`config.mk`:
```
export PLATFORM = sky130hd
export DESIGN_NAME = multi_channel_clock_divider
export DESIGN_NICKNAME = d
export VERILOG_FILES = /design/src/rtl/multi_channel_clock_divider_pkg.sv /design/src/rtl/clock_divider_channel.sv /design/src/rtl/multi_channel_clock_divider.sv
export SDC_FILE = /design/constraint.sdc
export NUM_CORES = 1
export LEC_CHECK = 0
export CORE_UTILIZATION = 30
export CTS_CLUSTER_SIZE = 24
export DETAILED_ROUTE_END_ITERATION = 10
export GPL_TIMING_DRIVEN = 0
export PLACE_DENSITY = 0.52
export SYNTH_ARGS = -nofsm -noshare
export SYNTH_HDL_FRONTEND = slang
export SYNTH_SLANG_ARGS = --single-unit
```
`constraint.sdc`:
```
create_clock -name clk -period 5.6 [get_ports clk]
set_input_delay 1.12 -clock clk [delete_from_list [all_inputs] [get_ports clk]]
set_output_delay 1.12 -clock clk [all_outputs]
set_load 0.02 [all_outputs]
```
`src/rtl/multi_channel_clock_divider_pkg.sv`:
```
// ============================================================================
// multi_channel_clock_divider_pkg : shared widths, reset timing, config type
// Revision 1.0
// ============================================================================
`default_nettype none

package multi_channel_clock_divider_pkg;

    localparam int c_cnt_w_default = 20;
    localparam int c_default_div   = 500000;
    localparam int c_default_high  = 250000;
    localparam int c_min_div       = 2;

    typedef logic [c_cnt_w_default-1:0] cnt_t;

    typedef struct packed {
        cnt_t div;
        cnt_t high;
    } div_cfg_t;

    // A one-cycle period has no room for both a high and a low phase.
    function automatic cnt_t clamp_div(input cnt_t div);
        return (div < cnt_t'(c_min_div)) ? cnt_t'(c_min_div) : div;
    endfunction

endpackage

`default_nettype wire

```
`src/rtl/clock_divider_channel.sv`:
```
// ============================================================================
// clock_divider_channel : one divider with shadow/active config and tick
// Revision 1.0
// ============================================================================
`default_nettype none

module clock_divider_channel
    import multi_channel_clock_divider_pkg::*;
#(
    parameter int CNT_W        = c_cnt_w_default,
    parameter int DEFAULT_DIV  = c_default_div,
    parameter int DEFAULT_HIGH = c_default_high
) (
    input  logic             clk,
    input  logic             rst,
    input  logic             en_i,
    input  logic             load_i,
    input  logic [CNT_W-1:0] load_div_i,
    input  logic [CNT_W-1:0] load_high_i,
    output logic             pending_o,
    output logic             div_out_o,
    output logic             tick_o
);

    localparam div_cfg_t c_rst_cfg = '{div:  cnt_t'(DEFAULT_DIV),
                                       high: cnt_t'(DEFAULT_HIGH)};

    cnt_t     count_q,   count_d;
    div_cfg_t active_q,  active_d;
    div_cfg_t shadow_q,  shadow_d;
    logic     pending_q, pending_d;
    logic     en_q;
    logic     div_out_q, div_out_d;
    logic     tick_q,    tick_d;

    logic     w_wrap;
    logic     w_boundary;
    logic     w_apply;

    always_comb begin
        w_wrap     = en_q && (count_q == active_q.div - cnt_t'(1));
        // Any point where a fresh period begins is safe for a config swap.
        w_boundary = !en_i || !en_q || w_wrap;
        w_apply    = pending_q && w_boundary;

        active_d  = w_apply ? shadow_q : active_q;
        shadow_d  = shadow_q;
        pending_d = pending_q && !w_apply;

        if (load_i && !pending_q) begin
            shadow_d  = '{div:  clamp_div(cnt_t'(load_div_i)),
                          high: cnt_t'(load_high_i)};
            pending_d = 1'b1;
        end

        count_d   = w_boundary ? '0 : count_q + cnt_t'(1);
        div_out_d = en_i && (count_d < active_d.high);
        tick_d    = en_i && (count_d == active_d.div - cnt_t'(1));
    end

    always_ff @(posedge clk) begin
        if (!rst) begin
            count_q   <= '0;
            active_q  <= c_rst_cfg;
            shadow_q  <= '0;
            pending_q <= 1'b0;
            en_q      <= 1'b0;
            div_out_q <= 1'b0;
            tick_q    <= 1'b0;
        end else begin
            count_q   <= count_d;
            active_q  <= active_d;
            shadow_q  <= shadow_d;
            pending_q <= pending_d;
            en_q      <= en_i;
            div_out_q <= div_out_d;
            tick_q    <= tick_d;
        end
    end

    assign pending_o = pending_q;
    assign div_out_o = div_out_q;
    assign tick_o    = tick_q;

endmodule

`default_nettype wire

```
`src/rtl/multi_channel_clock_divider.sv`:
```
// ============================================================================
// multi_channel_clock_divider : NUM_CH programmable dividers behind one load port
// Revision 1.0
// ============================================================================
`default_nettype none

module multi_channel_clock_divider
    import multi_channel_clock_divider_pkg::*;
#(
    parameter int  NUM_CH       = 4,
    parameter int  CNT_W        = c_cnt_w_default,
    parameter int  DEFAULT_DIV  = c_default_div,
    parameter int  DEFAULT_HIGH = c_default_high,
    localparam int c_ch_w       = (NUM_CH > 1) ? $clog2(NUM_CH) : 1
) (
    input  logic              clk,
    input  logic              rst,
    input  logic [NUM_CH-1:0] ch_en,
    input  logic              load_valid,
    output logic              load_ready,
    input  logic [c_ch_w-1:0] load_ch,
    input  logic [CNT_W-1:0]  load_div,
    input  logic [CNT_W-1:0]  load_high,
    output logic [NUM_CH-1:0] div_out,
    output logic [NUM_CH-1:0] tick
);

    logic [NUM_CH-1:0] w_pending;
    logic [NUM_CH-1:0] w_load;

    // Unmapped channel numbers read as ready and are silently dropped.
    always_comb begin
        load_ready = 1'b1;
        w_load     = '0;
        for (int i = 0; i < NUM_CH; i++) begin
            if (load_ch == c_ch_w'(i)) begin
                load_ready = ~w_pending[i];
                w_load[i]  = load_valid & ~w_pending[i];
            end
        end
    end

    for (genvar g = 0; g < NUM_CH; g++) begin : g_ch
        clock_divider_channel #(
            .CNT_W        (CNT_W),
            .DEFAULT_DIV  (DEFAULT_DIV),
            .DEFAULT_HIGH (DEFAULT_HIGH)
        ) u_channel (
            .clk         (clk),
            .rst         (rst),
            .en_i        (ch_en[g]),
            .load_i      (w_load[g]),
            .load_div_i  (load_div),
            .load_high_i (load_high),
            .pending_o   (w_pending[g]),
            .div_out_o   (div_out[g]),
            .tick_o      (tick[g])
        );
    end

endmodule

`default_nettype wire

```
Word level (Yosys, flattened, before mapping):

Index checks and enable logic that the tools add are counted.

* add/subtract/negate cells: 12
* $lt $le $gt $ge: 5
* equality and inequality tests: 11
* muxes and demuxes: 21
* bitwise gates (word level): 8
* reduce and logical (&&, ||, !) cells: 49

Operators by type and width (count)
* $eq 20x20->1: 8
* $mux 40: 4
* $sub 20x1->20 const B: 8
* $mux 20: 5
* $add 20x1->20 const B: 4
* $lt 20x20->1: 4
* $logic_and 1x1->1: 24
* $lt 20x2->1 const B: 1
* $logic_not 1->1: 16
* $mux 1: 12
* $logic_or 1x1->1: 8
* $and 1x1->1: 4
* $eq 2x2->1 const B: 2
* $not 1->1: 4
* $eq 2x1->1 const B: 1
* $logic_not 2->1: 1

* flip-flop bits (word level): 416
* input port bits: 49
* output and inout port bits: 9
* logic and storage cells: 142

Longest topological paths before layout:

Gate-level depths: netlist of the first run.

* depth in word-level cells: 9
* depth in mapped cells: 27
* mapped depth without buffers: 23

Hierarchy:

From an unflattened synthesis of the first run, not the netlist that was laid out.

* cell total of the unflattened synthesis: 3113
* area, all modules: 25390.6 sq um

By module, submodules not included
* clock_divider_channel at g_ch[1].u_channel: times used 1, cells each 779, area each 6548.8 sq um, seq. area each 2082.0 sq um
* clock_divider_channel at g_ch[2].u_channel: times used 1, cells each 762, area each 6373.6 sq um, seq. area each 2082.0 sq um
* clock_divider_channel at g_ch[0].u_channel: times used 1, cells each 778, area each 6221.0 sq um, seq. area each 2082.0 sq um
* clock_divider_channel at g_ch[3].u_channel: times used 1, cells each 787, area each 6185.9 sq um, seq. area each 2082.0 sq um
* multi_channel_clock_divider: times used 1, cells each 7, area each 61.3 sq um, seq. area each 0.0 sq um

Worst setup path before layout of the first run:

OpenSTA, ideal clock, no wires.

* path type: flip-flop to flip-flop
* start point: register g_ch[3].u_channel.active_q[27] in the netlist's numbering
* end point: register g_ch[3].u_channel.div_out_q
* library setup time: 0.074 ns
* arrival: 5.540 ns
* data required time: 5.526 ns
* path slack: -0.014 ns
* cell stages (with the launch flop): 26
* buffers on the path: 4
* period minus slack after synthesis: 5.614 ns
* cell sequence: dfxtp_1 -> clkbuf_1 -> nor3_1 -> nand4b_1 -> nor4_2 -> o21a_1 -> nor3b_1 -> o311a_1 -> buf_4 -> o21ai_2 -> clkbuf_1 -> buf_1 -> mux2i_1 -> ha_1 -> a21o_1 -> a21o_1 -> a21o_1 -> a21o_1 -> a21oi_1 -> nor2b_1 -> o21ai_0 -> nand2b_1 -> a221o_1 -> a21o_1 -> a211o_1 -> a31oi_1

* longest elaborated chain between the ends: 8
* elaborated cells between the ends (all ways): 9
* those cells by class: add/sub: 1; order compare: 1; eq/ne: 1; mux: 2; reduce/logical: 4

Ends and longest elaborated chain
* start: declaration: line clock_divider_channel.sv:29 `div_cfg_t active_q, active_d;`
* start signal: assignment: line clock_divider_channel.sv:64 `active_q <= c_rst_cfg;`
* start signal: assignment: line clock_divider_channel.sv:72 `active_q <= active_d;`
* $sub 20x1->20 *: line clock_divider_channel.sv:41 `w_wrap = en_q && (count_q == active_q.div - cnt_t'(1));`
* $eq 20x20->1 *: line clock_divider_channel.sv:41
* $logic_and 1x1->1 *: line clock_divider_channel.sv:41
* $logic_or 1x1->1 *: line clock_divider_channel.sv:43 `w_boundary = !en_i || !en_q || w_wrap;`
* $logic_and 1x1->1: line clock_divider_channel.sv:44 `w_apply = pending_q && w_boundary;`
* $mux 40: line clock_divider_channel.sv:46 `active_d = w_apply ? shadow_q : active_q;`
* $lt 20x20->1 *: line clock_divider_channel.sv:57 `div_out_d = en_i && (count_d < active_d.high);`
* $logic_and 1x1->1 *: line clock_divider_channel.sv:57
* end signal: assignment: line clock_divider_channel.sv:76 `div_out_q <= div_out_d;`
* end: declaration: line clock_divider_channel.sv:33 `logic div_out_q, div_out_d;`

Mark *: on every way between the ends. The rest lies on a longest branch, timed or not.
A chain may end at the register's enable or synchronous reset.

Worst setup path after layout of the first run:

* start point: register g_ch[0].u_channel.active_q[20] in the netlist's numbering
* end point: register g_ch[0].u_channel.tick_q

* longest elaborated chain between the ends: 9
* elaborated cells between the ends (all ways): 10
* those cells by class: add/sub: 2; eq/ne: 2; mux: 2; reduce/logical: 4

Ends and longest elaborated chain
* start: declaration: line clock_divider_channel.sv:29
* start signal: assignment: line clock_divider_channel.sv:64
* start signal: assignment: line clock_divider_channel.sv:72
* $sub 20x1->20: line clock_divider_channel.sv:41
* $eq 20x20->1: line clock_divider_channel.sv:41
* $logic_and 1x1->1: line clock_divider_channel.sv:41
* $logic_or 1x1->1: line clock_divider_channel.sv:43
* $logic_and 1x1->1: line clock_divider_channel.sv:44
* $mux 40: line clock_divider_channel.sv:46
* $sub 20x1->20: line clock_divider_channel.sv:58 `tick_d = en_i && (count_d == active_d.div - cnt_t'(1));`
* $eq 20x20->1 *: line clock_divider_channel.sv:58
* $logic_and 1x1->1 *: line clock_divider_channel.sv:58
* end signal: assignment: line clock_divider_channel.sv:77 `tick_q <= tick_d;`
* end: declaration: line clock_divider_channel.sv:34 `logic tick_q, tick_d;`

Marks and branches as above.

==> results of run 1 <==
through the flow:
stage	TNS, ns	setup WS [ns]	std cells	hold WS (ns)
after detailed placement	-9.63	-1.52	4107	0.448
after CTS	0	0.00583	4214	0.456
final	0	0.161	4234	0.457
after global routing	-0.0527	-0.0385	4234	0.474
after global placement	-9.75	-1.45	4107	0.442
after floorplan	0	0.0877	3001	0.432
cell families after synthesis:
| family | Yosys count |
|---|---|
| and+or+nand+nor | 1333 |
| AOI/OAI and AO/OA | 511 |
| DFF | 416 |
| xor gates and xnor gates | 268 |
| buffers and inverters | 234 |
| muxes | 151 |
| adders and majority gates | 88 |
metal layers:
layer  GRT usage  vias up
met5           0        -
met4      0.0610        0
met3      0.0326      129
met2       0.326      656
met1       0.302    10800
li1            -    10800
registers in the layout (all words and copies together), names as in the netlist:
register	flops
g_ch.u_channel.div_out_o	4
g_ch.u_channel.tick_o	4
g_ch.u_channel.active_q	160
g_ch.u_channel.shadow_q	160
g_ch.u_channel.pending_o	4
g_ch.u_channel.en_q	4
g_ch.u_channel.count_q	80
repair_timing:
action                                  in CTS  in global routing
resized for setup                           84                 65
pin swaps                                   17                 23
buffers inserted                            26                 25
endpoints found under the setup margin       8                  8
worst paths after layout:
| check | start | end | depth (start not counted) |
|---|---|---|---|
| hold / removal | g_ch[0].u_channel.shadow_q[17]$_SDFFE_PN0P_ | g_ch[0].u_channel.shadow_q[17]$_SDFFE_PN0P_ | 2 |
| hold reg to reg | g_ch[0].u_channel.shadow_q[17]$_SDFFE_PN0P_ | g_ch[0].u_channel.shadow_q[17]$_SDFFE_PN0P_ | 2 |
| setup / recovery | g_ch[0].u_channel.active_q[20]$_SDFF_PN0_ | g_ch[0].u_channel.tick_o$_SDFF_PN0_ | 22 |
| setup reg to reg | g_ch[0].u_channel.active_q[20]$_SDFF_PN0_ | g_ch[0].u_channel.tick_o$_SDFF_PN0_ | 22 |
layout by cell type (no fill, tap or decap), types with 10 or more instances in the layout:
master,n
a21o_1,23
o21ai_0,49
and3_1,31
nand3b_1,15
a31oi_1,17
or4_1,16
xor2_1,103
o211ai_1,24
mux2i_1,137
nor4_1,35
nor3_1,117
clkbuf_16,50
ha_1,83
nor3b_1,13
nor2_1,289
inv_1,33
a21oi_1,251
buf_4,65
or2_2,10
clkbuf_1,123
buf_2,19
nand2b_1,25
nand4_1,47
clkdlybuf4s50_1,56
and2_1,13
clkbuf_8,15
dfxtp_1,413
nand2_1,510
xnor2_1,162
or3_1,32
nor2b_1,30
a211oi_1,27
nand3_1,74
synth_stat cells, types with 14 or more instances:
library cell,count
o211ai_1,24
nor4_1,44
and3_1,32
nor3b_1,15
nand3_1,76
o21ai_0,52
a21oi_1,254
inv_1,36
or4_1,18
a21o_1,23
nor3_1,120
xnor2_1,163
nand3b_1,15
nor2_1,292
and2_1,14
clkbuf_1,133
nor2b_1,30
nand2_1,510
a211oi_1,28
ha_1,88
buf_4,15
or3_1,32
mux2i_1,143
dfxtp_1,416
buf_2,36
nand4_1,47
xor2_1,103
a31oi_1,18
nand2b_1,26
power by group through the flow:
stage          Sequential [mW]  Combinational [mW]  Clock [mW]
3_5_place_dp              3.15               0.637           0
2_1_floorplan             3.12               0.395           0
5_1_grt                   3.09               0.729        3.68
3_3_place_gp              3.14               0.638           0
4_1_cts                   3.08               0.654        3.55
6_report                  3.08               0.678        3.47
critical path, cell delays in order (launching register included):
cell and delay, ns:
dfxtp_1 0.29, buf_2 0.18, inv_1 0.10, ha_2 0.21, nor3b_4 0.24, nand2_2 0.13, a2111o_1 0.42, or4_1 0.50
or4_4 0.54, o21ai_4 0.19, buf_8 0.13, buf_6 0.14, buf_12 0.15, mux2i_4 0.26, ha_4 0.20, nand3_1 0.12
nor2_2 0.17, nand2_1 0.13, o41ai_4 0.27, and3_1 0.20, o21bai_1 0.08, a2111oi_2 0.40, o311a_1 0.30
area by class of cell:
type                       count  area (um^2)
tap                         1050         1310
inverter                      37          141
clock inverter                25          298
timing repair buffer         107          943
multi-input combinational   2351        15000
buffer                       180          925
fill                        8390        50400
sequential                   416         8330
clock buffer                  68         1460
==> impl_metrics.tcl, run 1 <==
set metrics [dict create \
    max_slew_margin 0.106 \
    detail-route-antenna-nets 0 \
    synth_top_family_by_area "simple AND/OR/NAND/NOR gates" \
    leakagePower_nw 10.6 \
    ys_seq_elements 416 \
    yosysWarningCount 0 \
    status "finished, final reports clean" \
    vias_per_cell 5.28 \
    num_vias 22400 \
    drc_errors 0 \
    r2r_slack_ns 0.16 \
    synthXorXnorAreaFrac 0.0994 \
    tightest_slew_ns 1.34 \
    core_area_um2 78900 \
    grt_max_degree 20 \
    yosys-mux-area-fraction 0.0637 \
    async_flop_share 0 \
    p_sw_mw 1.91 \
    path_clk_slew_ns 0.06 \
    grt.total_usage 0.211 \
    place_area_um2 25800 \
    power.density_nw_per_um2 254 \
    drive_gt1_frac 0.0977 \
    slew_viol_final 0 \
    antenna_found_initial 1 \
    met1Wirelength_mm 41.7 \
    stdcell_area_um2 28500 \
    firstDrtPassIters 5 \
    crit_type "reg2reg" \
    synth-edff-count 0 \
    cts_sinks 416 \
    cap_violations 0 \
    cts_hold_buf 0 \
    swShare 0.264 \
    cp-start-kind "register" \
    met2_length_mm 38.1 \
    synth_fa_ha_area_frac 0.0461 \
    gr-total-overflow 0 \
    synth-compound-area-share 0.135 \
    period_needed_ns 5.44 \
    cts_tree "yes" \
    die_w_um 284 \
    area_growth_pct 19.1 \
    post_drt_wl_per_cell_um 20.7 \
    peakVddDrop_uv 198 \
    worstSetupEndpointType "register" \
    start_util 0.303 \
    grt_pass1_vias 20900 \
    place.gp.congestion 0.910 \
    p_int_mw 5.32 \
    avgSynthCellArea_um2 7.96 \
    rsz0062_at_grt "yes" \
    die_area_um2 80800 \
    seq_area_frac_synth 0.348 \
    critical_path_required_ns 6.12 \
    timing.final.crit_share 0.971 \
    place_hpwl_mm 66.7 \
    yosys.area.top_type "dfxtp_1" \
    wl_met3_mm 5.55 \
    final_nets 3280 \
    netlist_instances 3001 \
    final_util 0.361 \
    synth_top_area_frac 0.348 \
    clock-root-buffer "clkbuf_16" \
    synth_cell_types 95 \
    ys.flop_type "dfxtp_1" \
    final-hold-violation-count 0 \
    hold_path.class "reg2reg" \
    cp.arrival_ns 5.96 \
    ys_top_cells_by_area "dfxtp_1 (35%), nand2_1 (8.0%), mux2i_1 (6.0%)" \
    die_y_um 284 \
    antennaDiodeCount 0 \
    fin_worst_skew_ns 0.0202 \
    htreeDepth 2 \
    fmax_mhz 184 \
    crit_fanout 10 \
    synth-simple-area-share 0.266 \
    num_rows 103 \
    cts.path.max_buffers 3 \
    place.port_buffers 56 \
    cts_buffers 50 \
    wl_mm 87.6 \
    setup_viol 0 \
    syn-num-nets 3138 \
    top_layer_used "met4" \
    pin_count 58 \
    grt_pass1_wl_mm 132 \
    pwr-share-clk 0.480 \
    drtIter0Drc 1961 \
    power_frac_seq 0.426 \
    insertion_delay_ns 0.61 \
    combPwrFrac 0.094 \
    total_power_mw 7.23 \
    netlist_area_um2 23900 \
]
Note: power is estimated with default switching activity, not from simulation.
==> run 2: changes to the inputs <==
Settings changed: CORE_UTILIZATION 30 to 55, PLACE_DENSITY 0.52 to 0.81.
==> run 2 against run 1 <==
Register-to-register slack worse by 0.03 ns. Critical endpoint unchanged. Sequential share of layout area is 0.70 points higher. Count of clock-buffer cells in the layout decreased by 8. Design area down 2.3%. Combinational power is essentially flat. Critical path depth did not move. Final cell count is 11% lower. Clock skew is 0.0036 ns higher.
==> impl_metrics.tcl, run 2 (same netlist as run 1, synthesis figures left out) <==
set metrics [dict create \
    period_needed_ns 5.46 \
    place.gp.congestion 1.01 \
    place_hpwl_mm 62.7 \
    die_area_um2 44300 \
    firstDrtPassIters 6 \
    final_nets 3281 \
    power.density_nw_per_um2 248 \
    setup_tns_ns 0 \
    wl_mm 84.3 \
    reg_top3 "g_ch.u_channel.active_q: 160 flops, g_ch.u_channel.shadow_q: 160 flops, g_ch.u_channel.count_q: 80 flops" \
    grt_pass1_wl_mm 127 \
    fmax_mhz 183 \
    drive_gt1_frac 0.100 \
    cts.path.max_buffers 3 \
    grt.total_usage 0.370 \
    slew_viol_final 0 \
    clock-root-buffer "clkbuf_16" \
    die_y_um 210 \
    cts_hold_buf 0 \
    final_util 0.647 \
    peakVddDrop_uv 265 \
    setup_viol 0 \
    hold_path.class "reg2reg" \
    crit_fanout 7 \
    tightest_slew_ns 1.43 \
    cts_buffers 46 \
    layout_setup_ws_ns 0.135 \
    leakagePower_nw 10.5 \
    final-hold-violation-count 0 \
    antenna_found_initial 0 \
    vias_per_cell 6.30 \
    insertion_delay_ns 0.60 \
    grt_pass1_vias 22500 \
    crit_type "reg2reg" \
    pin_count 58 \
    drc_errors 0 \
    timing.final.crit_share 0.976 \
    max_slew_margin 0.0461 \
    antennaDiodeCount 0 \
    dpl.cell_count 3642 \
    cp.arrival_ns 5.99 \
    layout_common_cells "nand2_1 (508), dfxtp_1 (412), nor2_1 (289)" \
    post_drt_wl_per_cell_um 22.4 \
    critical_path_required_ns 6.13 \
    die_w_um 210 \
    num_rows 76 \
    drtIter0Drc 3001 \
    hold_slack_ns 0.455 \
    finalNonFillerCells 3764 \
    cap_violations 0 \
    grt_max_degree 20 \
    status "finished, final reports clean" \
    cts_tree "yes" \
    dp_worst_setup_slack_ns -1.58 \
    detail-route-antenna-nets 0 \
    htreeDepth 2 \
    area_growth_pct 16.3 \
    gr-total-overflow 0 \
    path_clk_slew_ns 0.06 \
    core_area_um2 43000 \
    start_util 0.556 \
    cp-start-kind "register" \
    cts_sinks 416 \
    worstSetupEndpointType "register" \
    num_vias 23700 \
    layout_commonest_cell "nand2_1" \
    place.port_buffers 56 \
    fin_worst_skew_ns 0.0237 \
]
-- run 2: area by class of cell --
cell class | count | area, um^2
buffer | 180 | 922
clock buffer | 60 | 1320
clock inverter | 23 | 230
fill | 3695 | 15200
inverter | 37 | 146
multi-input combinational | 2351 | 15100
sequential | 416 | 8340
tap | 585 | 732
timing repair buffer | 112 | 981
-- run 2: per-stage QoR --
stage	total power [mW]	area [um^2]
global placement	3.74	25200
CTS	6.87	27300
global route	7.08	27800
finish	6.91	27800
floorplan	3.51	23900
detailed placement	3.76	25200
-- run 2: repair_timing --
action	4_1_cts	5_1_grt
gates resized for setup	105	63
pin swaps	13	28
endpoints found under the hold margin	0	0
buffers inserted	22	34
gates cloned	0	0
setup endpoints to repair	8	8
-- run 2: critical path, stage by stage (launching register included) --
cell and delay (ns):
dfxtp_1 0.30, clkbuf_4 0.19, inv_2 0.09, ha_4 0.15, nor3b_4 0.29, buf_4 0.17, a21boi_0 0.08, a2111o_1 0.29
or4_1 0.50, or4_4 0.54, o21ai_4 0.24, buf_8 0.17, buf_12 0.14, mux2i_4 0.27, ha_4 0.19, nand3_1 0.11
nor2_4 0.18, nand2_2 0.10, o41ai_4 0.37, and3_1 0.21, o21bai_1 0.11, a2111oi_4 0.43, o311a_1 0.25
-- run 2: worst paths after layout --
check                                              start                                     endpoint  slack (ns)  cells after the start
min          g_ch[2].u_channel.shadow_q[11]$_SDFFE_PN0P_  g_ch[2].u_channel.shadow_q[11]$_SDFFE_PN0P_        0.46                      2
max            g_ch[0].u_channel.active_q[20]$_SDFF_PN0_          g_ch[0].u_channel.tick_o$_SDFF_PN0_        0.14                     22
min reg2reg  g_ch[2].u_channel.shadow_q[11]$_SDFFE_PN0P_  g_ch[2].u_channel.shadow_q[11]$_SDFFE_PN0P_        0.46                      2
max reg2reg    g_ch[0].u_channel.active_q[20]$_SDFF_PN0_          g_ch[0].u_channel.tick_o$_SDFF_PN0_        0.14                     22
-- run 2: per-layer routing --
metal  vias to the layer above  wire length, um  GRT usage
met5                         -                0          0
met2                      1218            37300      0.589
met4                         0             4500      0.173
met3                       329             8600     0.0799
li1                      10800                -          -
met1                     11400            33900      0.479
-- run 2: power by group --
part | total, mW | switching [mW] | internal, mW
clock network | 3.15 | 1.34 | 1.81
logic | 0.678 | 0.438 | 0.240
registers | 3.08 | 0.0641 | 3.02
==> run 3: changes to the inputs <==
Settings changed: CTS_CLUSTER_SIZE 24 to 10.
==> run 3 against run 2 <==
Final cell count fell by 0.40%. Clock power fell by 6%. Sequential share of layout area rose by 0.17 points. Hold slack got worse by 0.0016 ns. Clock skew barely moved. Setup slack improved by 0.050 ns. Largest cell class unchanged. Largest power group is now registers. Highest routed layer is now met5.
==> impl_metrics.tcl, run 3 (same netlist as run 1, synthesis figures left out) <==
set metrics [dict create \
    firstDrtPassIters 9 \
    grt_util_met1 0.481 \
    die_y_um 210 \
    total_power_mw 6.72 \
    r2r_slack_ns 0.18 \
    antennaDiodeCount 0 \
    layout_common_cells "nand2_1 (509), dfxtp_1 (411), nor2_1 (289)" \
    grt_max_degree 20 \
    cpPeakStageDelay_ns 0.54 \
    place_hpwl_mm 62.7 \
    max_slew_margin 0.0752 \
    r2r-start "g_ch[3].u_channel.active_q[20]$_SDFF_PN0_" \
    grt.total_usage 0.369 \
    num_vias 23700 \
    cts_hold_buf 0 \
    start_util 0.556 \
    power.density_nw_per_um2 243 \
    dp_worst_setup_slack_ns -1.58 \
    place_area_um2 25200 \
    cpLargestDelayFamily "simple AND/OR/NAND/NOR gates" \
    die_area_um2 44300 \
    vias_per_cell 6.33 \
    area_growth_pct 15.7 \
    layout_setup_ws_ns 0.185 \
    pin_count 58 \
    critical_path_required_ns 6.10 \
    insertion_delay_ns 0.61 \
    setup_viol 0 \
    drtIter0Drc 2886 \
    place.port_buffers 56 \
    htreeDepth 2 \
    drive_gt1_frac 0.0945 \
    r2r_end "g_ch[3].u_channel.tick_o$_SDFF_PN0_" \
    layout_commonest_cell "nand2_1" \
    cpMostUsedCell "mux2i_1" \
    cp_slowest_cell "or4_1" \
    fmax_mhz 185 \
    gr-total-overflow 0 \
    grt_pass1_vias 22400 \
    die_w_um 210 \
    slew_viol_final 0 \
    hold_start "g_ch[2].u_channel.shadow_q[11]$_SDFFE_PN0P_" \
    grt_pass1_wl_mm 127 \
    place.gp.congestion 1.01 \
    setup_tns_ns 0 \
    crit_type "reg2reg" \
    hold_path.class "reg2reg" \
    cp-start-kind "register" \
    fin_worst_skew_ns 0.0234 \
    reg_top3 "g_ch.u_channel.active_q: 160 flops, g_ch.u_channel.shadow_q: 160 flops, g_ch.u_channel.count_q: 80 flops" \
    whs_endpoint "g_ch[2].u_channel.shadow_q[11]$_SDFFE_PN0P_" \
    busiest_layer "met2" \
    clock-root-buffer "clkbuf_16" \
    use_met3 0.0763 \
    antenna_found_initial 0 \
    period_needed_ns 5.42 \
    leakagePower_nw 10.5 \
    cts_tree "yes" \
    min_path_cells 2 \
    final_nets 3285 \
    peakVddDrop_uv 226 \
    use_met2 0.584 \
    cts_sinks 416 \
    cap_violations 0 \
    timing.final.crit_share 0.967 \
    crit_fanout 11 \
    path_clk_slew_ns 0.06 \
    final-hold-violation-count 0 \
    drc_errors 0 \
    num_rows 76 \
    status "finished, final reports clean" \
    tightest_slew_ns 1.39 \
    crit_chain "inv_6 -> ha_4 -> or4b_4 -> nor4b_4 -> o211ai_1 -> o31a_1 -> nor4_4 -> buf_4 -> o311ai_4 -> a21oi_4 -> buf_12 -> nor2_1 -> a21oi_2 -> ha_4 -> nand3_4 -> or3_1 -> o21ai_0 -> mux2i_1 -> mux2i_1 -> mux2i_1 -> or4_1 -> or4_1 -> nor4_4" \
    cts.path.max_buffers 3 \
    dpl.cell_count 3642 \
    cp.arrival_ns 5.91 \
    detail-route-antenna-nets 0 \
    crit_buf_inv 3 \
    core_area_um2 43000 \
    finalNonFillerCells 3749 \
    cts_buffers 50 \
    post_drt_wl_per_cell_um 22.4 \
    stdcell_area_um2 27700 \
    worstSetupEndpointType "register" \
    r2r_cells 23 \
    wl_mm 84.1 \
]
[run 3: layout make-up]
type / instances / area [um^2]
Clock buffer: 63 / 1370
Clock inverter: 5 / 32.5
Inverter: 37 / 146
Sequential cell: 416 / 8340
Multi-Input combinational cell: 2351 / 15100
Fill cell: 3708 / 15300
Tap cell: 585 / 732
Timing Repair Buffer: 111 / 973
Buffer: 181 / 928
[run 3: worst max-delay path by stage]
stage | start | slack, ns | end | depth (start not counted)
floorplan | g_ch[3].u_channel.active_q[20]$_SDFF_PN0_ | 0.09 | g_ch[3].u_channel.tick_o$_SDFF_PN0_ | 24
detailed placement | g_ch[3].u_channel.active_q[20]$_SDFF_PN0_ | -1.58 | g_ch[3].u_channel.tick_o$_SDFF_PN0_ | 24
CTS | g_ch[3].u_channel.active_q[20]$_SDFF_PN0_ | 0.001 | g_ch[3].u_channel.tick_o$_SDFF_PN0_ | 23
global route | g_ch[3].u_channel.active_q[21]$_SDFF_PN0_ | -0.03 | g_ch[3].u_channel.tick_o$_SDFF_PN0_ | 23
finish | g_ch[3].u_channel.active_q[20]$_SDFF_PN0_ | 0.18 | g_ch[3].u_channel.tick_o$_SDFF_PN0_ | 23
global placement | g_ch[3].u_channel.active_q[20]$_SDFF_PN0_ | -1.56 | g_ch[3].u_channel.tick_o$_SDFF_PN0_ | 24
[run 3: worst reg2reg max path: cells and delay by family, from the launching register on]
| kind | cells | cell delay (ns) |
|---|---|---|
| compound gates | 6 | 0.95 |
| flops | 1 | 0.37 |
| simple gates | 9 | 2.83 |
| fa+ha+maj | 2 | 0.38 |
| mux | 3 | 0.32 |
| buf+inv | 3 | 0.43 |
[run 3: layer usage]
metal / vias to the layer above / routed length [um]
met5: - / 87
met4: 2 / 4250
met3: 316 / 8880
met2: 1344 / 37200
met1: 11300 / 33600
li1: 10800 / -
[run 3: timing repair]
| action | in CTS | in global routing |
|---|---|---|
| resized for setup | 104 | 59 |
| buffers inserted | 22 | 33 |
| endpoints found under the setup margin | 8 | 8 |
| gates cloned | 0 | 0 |
| pin swaps | 13 | 30 |
[run 3: where the power goes]
group	switching [mW]	internal (mW)
registers	0.0635	3.02
logic	0.438	0.241
clock network	1.27	1.69
[run 3: metrics by stage]
stage          utilization  hold slack, ns
2_1_floorplan            -           0.432
3_3_place_gp         0.586           0.441
3_5_place_dp         0.586           0.447
4_1_cts              0.633           0.455
5_1_grt              0.643           0.471
6_report             0.643           0.453
